<file path="src/rtl/ccff_stream_loader.sv">
// Bitstream loader: takes configuration bytes over valid/ready and serializes them MSB-first
// onto the fabric configuration chain, generating prog_clk and the cfg_set pulse.
module ccff_stream_loader #(
  parameter int unsigned BITSTREAM_LEN = 1024,
  parameter int unsigned CLK_DIV       = 2,
  parameter int unsigned SET_CYCLES    = 4,
  parameter int unsigned CNT_W         = $clog2(BITSTREAM_LEN + 1)
) (
  input  logic       clk,
  input  logic       rst_n,
  input  logic       start,
  input  logic [7:0] byte_data,
  input  logic       byte_valid,
  output logic       byte_ready,
  output logic       ccff_head,
  output logic       prog_clk,
  output logic       cfg_set,
  output logic       busy,
  output logic       done
);

  // One phase counter serves both the SET hold time and the prog_clk half periods.
  localparam int unsigned DivMax = (CLK_DIV > SET_CYCLES) ? CLK_DIV : SET_CYCLES;
  localparam int unsigned DivW   = $clog2(DivMax + 1);

  localparam logic [DivW-1:0]  DivLast = DivW'(CLK_DIV - 1);
  localparam logic [DivW-1:0]  SetLast = DivW'(SET_CYCLES - 1);
  localparam logic [CNT_W-1:0] LenC    = CNT_W'(BITSTREAM_LEN);

  typedef enum logic [2:0] {
    StIdle,
    StSet,
    StLoad,
    StShiftLo,
    StShiftHi,
    StDone
  } state_e;

  state_e state_q, state_d;

  logic [DivW-1:0]  div_cnt_q, div_cnt_d;
  logic [2:0]       bit_idx_q, bit_idx_d;
  logic [CNT_W-1:0] bit_cnt_q, bit_cnt_d;
  logic [CNT_W-1:0] bit_cnt_inc;
  logic [7:0]       shreg_q, shreg_d;

  logic byte_ready_q, byte_ready_d;
  logic ccff_head_q, ccff_head_d;
  logic prog_clk_q, prog_clk_d;
  logic cfg_set_q, cfg_set_d;
  logic busy_q, busy_d;
  logic done_q, done_d;

  // Saturating so a stray extra high phase can never wrap the count.
  assign bit_cnt_inc = (bit_cnt_q == LenC) ? bit_cnt_q : bit_cnt_q + 1'b1;

  always_comb begin
    state_d   = state_q;
    div_cnt_d = div_cnt_q;
    bit_idx_d = bit_idx_q;
    bit_cnt_d = bit_cnt_q;
    shreg_d   = shreg_q;

    unique case (state_q)
      StIdle, StDone: begin
        if (start) begin
          state_d   = StSet;
          div_cnt_d = '0;
          bit_cnt_d = '0;
        end
      end

      StSet: begin
        if (div_cnt_q == SetLast) begin
          state_d   = StLoad;
          div_cnt_d = '0;
        end else begin
          div_cnt_d = div_cnt_q + 1'b1;
        end
      end

      StLoad: begin
        if (byte_valid && byte_ready_q) begin
          shreg_d   = byte_data;
          bit_idx_d = 3'd7;
          div_cnt_d = '0;
          state_d   = StShiftLo;
        end
      end

      StShiftLo: begin
        if (div_cnt_q == DivLast) begin
          state_d   = StShiftHi;
          div_cnt_d = '0;
        end else begin
          div_cnt_d = div_cnt_q + 1'b1;
        end
      end

      StShiftHi: begin
        if (div_cnt_q == DivLast) begin
          div_cnt_d = '0;
          bit_cnt_d = bit_cnt_inc;
          // A partial final byte ends here too; its unused low bits are simply dropped.
          if (bit_cnt_inc == LenC) begin
            state_d = StDone;
          end else if (bit_idx_q == 3'd0) begin
            state_d = StLoad;
          end else begin
            bit_idx_d = bit_idx_q - 3'd1;
            shreg_d   = {shreg_q[6:0], 1'b0};
            state_d   = StShiftLo;
          end
        end else begin
          div_cnt_d = div_cnt_q + 1'b1;
        end
      end

      default: state_d = StIdle;
    endcase
  end

  // Outputs are decoded from the next state and registered, so each is a clean flop output.
  always_comb begin
    byte_ready_d = (state_d == StLoad);
    prog_clk_d   = (state_d == StShiftHi);
    cfg_set_d    = (state_d == StSet);
    done_d       = (state_d == StDone);
    busy_d       = (state_d != StIdle) && (state_d != StDone);
    ccff_head_d  = ((state_d == StShiftLo) || (state_d == StShiftHi)) ? shreg_d[7] : 1'b0;
  end

  always_ff @(posedge clk or negedge rst_n) begin
    if (!rst_n) begin
      state_q      <= StIdle;
      div_cnt_q    <= '0;
      bit_idx_q    <= '0;
      bit_cnt_q    <= '0;
      shreg_q      <= '0;
      byte_ready_q <= 1'b0;
      ccff_head_q  <= 1'b0;
      prog_clk_q   <= 1'b0;
      cfg_set_q    <= 1'b0;
      busy_q       <= 1'b0;
      done_q       <= 1'b0;
    end else begin
      state_q      <= state_d;
      div_cnt_q    <= div_cnt_d;
      bit_idx_q    <= bit_idx_d;
      bit_cnt_q    <= bit_cnt_d;
      shreg_q      <= shreg_d;
      byte_ready_q <= byte_ready_d;
      ccff_head_q  <= ccff_head_d;
      prog_clk_q   <= prog_clk_d;
      cfg_set_q    <= cfg_set_d;
      busy_q       <= busy_d;
      done_q       <= done_d;
    end
  end

  assign byte_ready = byte_ready_q;
  assign ccff_head  = ccff_head_q;
  assign prog_clk   = prog_clk_q;
  assign cfg_set    = cfg_set_q;
  assign busy       = busy_q;
  assign done       = done_q;

endmodule

</file>
<file path="config.mk">
export PLATFORM = sky130hd
export DESIGN_NAME = ccff_stream_loader
export DESIGN_NICKNAME = d
export VERILOG_FILES = /design/src/rtl/ccff_stream_loader.sv
export SDC_FILE = /design/constraint.sdc
export NUM_CORES = 1
export LEC_CHECK = 0
export CORE_UTILIZATION = 58
export CTS_CLUSTER_DIAMETER = 50
export DETAILED_ROUTE_END_ITERATION = 10
export HOLD_SLACK_MARGIN = 0.15
export PLACE_DENSITY = 0.8
export SYNTH_ARGS = -nofsm -noshare
export SYNTH_HDL_FRONTEND = slang
export SYNTH_SLANG_ARGS = --single-unit
</file>
<file path="constraint.sdc">
create_clock -name clk -period 3.16 [get_ports clk]
set_input_delay 0.632 -clock clk [delete_from_list [all_inputs] [get_ports clk]]
set_output_delay 0.632 -clock clk [all_outputs]
set_load 0.03 [all_outputs]
</file>
# After elaboration in Yosys (flattened, before gate mapping)
# Cells that the tools add are included.
[totals] inputBits=12 output_inout_bits=6 register_bits=34
[op_classes] n_reduce_logical=14 eq_ne=20 n_addsub=3 mux=28
[op_table] cell="3-bit two-way mux" count=14
[op_table] cell="11-bit two-way mux" count=3
[op_table] cell="8-bit two-way mux" count=4
[op_table] cell="11-bit == test, second input constant" count=2
[op_table] cell="11-bit case mux with 2 select lines" count=1
[op_table] cell="8-bit case mux with 2 select lines" count=1
[op_table] cell="3-bit by 2-bit == test with 1-bit output, second input constant" count=5
[op_table] cell="3-bit case mux with 5 select lines" count=1
[op_table] cell="3-bit == test, second input constant" count=4
[op_table] cell="3-bit case mux with 4 select lines" count=1
[op_table] cell="11-bit by 1-bit adder with 11-bit output, second input constant" count=1
[op_table] cell="2-bit != test, second input constant" count=5
[op_table] cell="3-bit by 1-bit == test with 1-bit output, second input constant" count=3
[op_table] cell="3-bit zero test" count=2
[op_table] cell="3-bit case mux with 2 select lines" count=1
[op_table] cell="3-bit AND reduction" count=2
[op_table] cell="5-bit AND reduction" count=1
[op_table] cell="2-bit nonzero test" count=2
[op_table] cell="4-bit nonzero test" count=1
[op_table] cell="2-bit OR reduction" count=2
[op_table] cell="3-bit by 1-bit adder with 3-bit output, second input constant" count=1
[op_table] cell="3-bit != test, second input constant" count=1
[op_table] cell="3-bit nonzero test" count=1
[op_table] cell="3-bit by 1-bit subtractor with 3-bit output, second input constant" count=1
[op_table] cell="3 further kinds" count=5

# Depth between registers and ports, before layout
[depth] ltp_word=9 depth_mapped=9 ltp_nobuf=8

# Worst setup path before layout
# Ideal clock, no wire load.
[synth_path] path_kind="reg2reg" from="register bit_cnt_q[0]" to="register bit_idx_q[1]" setup_slack_ns=0.764 synth_period_minus_slack_ns=2.396 arrival_time_ns=2.271 t_required_ns=3.035 path_buffers=0 path_stages_with_launch=8 cell_sequence="dfrtp_1 -> ha_1 -> nand3_2 -> or4_4 -> a22oi_4 -> a31oi_2 -> o21ai_4 -> mux2_4"
[synth_between] elab_chain_len=5 elab_cells_between_ends=6
[synth_lines] item="start: declaration" line="43" rtl="logic [CNT_W-1:0] bit_cnt_q, bit_cnt_d;"
[synth_lines] item="start signal: assignment" line="150" rtl="bit_cnt_q <= bit_cnt_d;"
[synth_lines] item="11-bit by 1-bit adder with 11-bit output or 11-bit == test (tied branches)" line="55" rtl="assign bit_cnt_inc = (bit_cnt_q == LenC) ? bit_cnt_q : bit_cnt_q + 1'b1;"
[synth_lines] item="11-bit two-way mux *" line="55"
[synth_lines] item="11-bit == test *" line="105" rtl="if (bit_cnt_inc == LenC) begin"
[synth_lines] item="2-bit != test (no source line) *"
[synth_lines] item="5-bit AND reduction (no source line) *"
[synth_lines] item="end signal: assignment" line="149" rtl="bit_idx_q <= bit_idx_d;"
[synth_lines] item="end: declaration" line="42" rtl="logic [2:0] bit_idx_q, bit_idx_d;"
# Every way passes the cells marked *; elsewhere a longest branch is shown, timed or not.
# A chain may end at the register's enable or synchronous reset.

# Final worst setup path
[layout_path] from="register bit_cnt_q[0]" to="register bit_idx_q[2]"
# The elaborated chain is that of the path after synthesis.

==> flow_summary.yaml <==
placed_design:
  dp.cells: 288
  placed_area_mm2: 0.00235
  globalplace.congestion: 0.971
  dp_hpwl_um: 3330
  preCtsSetupSlack_ps: 575
  port-buffer-count: 17
timing:
  fin_crit_ps: 2600
  drv_slew: 0
  relSlewSlack_pct: 55.1
  fmax_ghz: 0.385
  whs_ps: 511
  finalHoldViolations: 0
  worstMarginPinSlew_ps: 673
  tns_ps: 0
  finalCritPeriodShare_pct: 82.2
  clock_skew_ps: 3.11
  finalWorstSetupSlack_ps: 564
  rsz0062_at_grt: "false"
  finalSetupViolations: 0
hold_path:
  holdPathStages: 1
  hold_path_class: "reg2reg"
  min_from: "shreg_q[6]"
  hold_end: "shreg_q[6]"
grt:
  track_usage_pct: 26.7
  grt_pass1_vias: 1647
  gr-total-overflow: 0
  grt_pass1_wl_um: 7920
  antenna_found_initial: 0
  grt_max_degree: 35
floorplanning:
  die_area_mm2: 0.00396
  die_height_um: 62.9
  ios: 18
  core_area_mm2: 0.00344
  num_rows: 21
  start_util_pct: 62.5
  die_w_um: 62.9
critical_path:
  rr_worst_depth: 7
  worst_ep_arrival_time_ps: 2770
  reg2reg_from: "bit_cnt_q[0]"
  path_max_fanout: 10
  cp.required_ps: 3340
  endpoint_kind: "register"
  crit_type: "reg2reg"
  rr_endpoint: "bit_idx_q[2]"
  cp-start-kind: "register"
  rrSetupSlack_ps: 560
yosys:
  syn_area_mm2: 0.00215
  async_reset_ff_share_pct: 100
  synth.distinct_cells: 55
  synthFlopType: "dfrtp_1"
  yosys.area.top_type_share_pct: 39.6
  synth_edf_count: 0
  synthCells: 232
  ys_top_cells_by_area: "dfrtp_1 40%, ha_1 5.2%, o21ai_0 4.2%, nand2_1 3.5%, nor2_1 3.5%"
  synth-warning-count: 0
  yosys.area.top_type: "dfrtp_1"
  syn_area_per_cell_um2: 9.27
  yosysSeqAreaShare_pct: 39.6
  synth-seq-cells: 34
  syn_nets: 253
power:
  leakagePower_nw: 1.04
  total_power_mw: 1.79
  p_per_area_mw_per_mm2: 738
  max-vdd-ir-drop_mv: 0.423
final_layout:
  syn2layout_area_growth_pct: 12.9
  final_area_mm2: 0.00243
  finalNetCount: 270
  final_core_utilization_pct: 70.6
  diodes: 0
  fin_cells: 295
  drive_above_1_share_pct: 8.43
  fillers: 278
detailed_routing:
  wl_per_cell_um: 15.4
  vias: 1779
  routed_wl_um: 4560
  drtIter0Drc: 189
  ant_nets: 0
  routed_via_density: 6.03
  drc: 0
  firstDrtPassIters: 4
clocking:
  htreeDepth: 2
  ctsResizeCount: 0
  cts_tree: "done"
  insertion_delay_ps: 290
  ctsHoldBuffers: 0
  cts_sinks: 34
  clock-root-buffer: "clkbuf_8"
  clk_pin_slew_ps: 70
  cts_made_buffers: 5
  post_cts_buffers: 0
  clk_path_buf_depth: 2
run:
  maxCapViolations: 0
run_status:
  outcome: "finished clean"
## worst max-delay path: stages (launching register included)
cell,delay [ps]
dfrtp_1,440
ha_1,310
nand3_2,150
or4_4,530
a22oi_4,240
a31oi_2,150
o21ai_4,330
mux2_4,330
## sequential cells by signal, indices dropped and copies added (netlist names)
register	flops
shreg_q	8
byte_ready	1
div_cnt_q	3
ccff_head	1
prog_clk	1
state_q	3
done	1
busy	1
bit_cnt_q	11
cfg_set	1
bit_idx_q	3
## cell families (layout without fill, tap and decap cells)
family	Yosys count	count (layout)	share of synthesized area, %
simple gates	94	94	25.3
compound gates	66	66	22.3
flops	34	34	39.6
buf+inv	22	39	4.01
fa+ha+maj	9	9	5.24
mux	5	5	2.79
xor+xnor	2	2	0.815
## worst max path at each step
| stage | from | endpoint | slack (ps) | cells past startpoint |
|---|---|---|---|---|
| floorplan | bit_cnt_q[0] | bit_idx_q[1] | 760 | 7 |
| detailed placement | bit_cnt_q[0] | bit_idx_q[2] | 580 | 7 |
| finish | bit_cnt_q[0] | bit_idx_q[2] | 560 | 7 |
| global route | bit_cnt_q[0] | bit_idx_q[1] | 410 | 7 |
| global placement | bit_cnt_q[0] | bit_idx_q[1] | 630 | 7 |
| CTS | bit_cnt_q[0] | bit_idx_q[2] | 560 | 7 |
## layout make-up
class	count	area (um^2)	area share [%]
flip-flops and latches	34	851	35.0
well taps	46	57.6	2.37
multi-input cells	176	1210	50.0
inverters	14	52.6	2.16
repair buffers	18	178	7.32
clock buffers	7	76.3	3.14
## layer usage
metal	vias up	wire length [um]	GRT usage, %
li1	876	-	-
met1	842	2310	39.5
met2	50	1910	37.0
met3	11	231	4.74
met4	0	106	13.7
met5	-	0	0
## Yosys cell counts (all sizes together) (3+ instances only)
cell	count
nand2b	4
nor2b	5
o31ai	3
nand3	6
nor3	5
a22o	3
a21oi	14
and3	4
nand4	5
mux2i	3
a221o	6
dfrtp	34
o21ai	20
inv	14
and2	10
clkbuf	5
nor2	20
nand2	20
ha	9
a31oi	4
buf	3
## report_power, final
part / total (mW) / switching, mW / internal [mW]
clock: 0.305 / 0.153 / 0.152
combinational: 0.781 / 0.440 / 0.341
sequential: 0.707 / 0.133 / 0.574
total: 1.79 / 0.726 / 1.07
## cells in the final DEF (no fill, tap or decap), types with 3 or more instances in the layout
cell type / synthesis / final
a21oi_1: 14 / 14
a221o_1: 6 / 6
a22o_1: 3 / 3
a31oi_1: 3 / 3
and2_1: 10 / 10
and3_1: 4 / 4
clkbuf_8: 0 / 5
clkdlybuf4s50_1: 0 / 17
dfrtp_1: 34 / 34
ha_1: 9 / 9
inv_1: 14 / 14
mux2i_1: 3 / 3
nand2_1: 20 / 20
nand2b_1: 4 / 4
nand3_1: 5 / 5
nand4_1: 4 / 4
nor2_1: 20 / 20
nor2b_1: 5 / 5
nor3_1: 5 / 5
o21ai_0: 18 / 18
o31ai_1: 3 / 3
(Power assumes the default switching activity.)
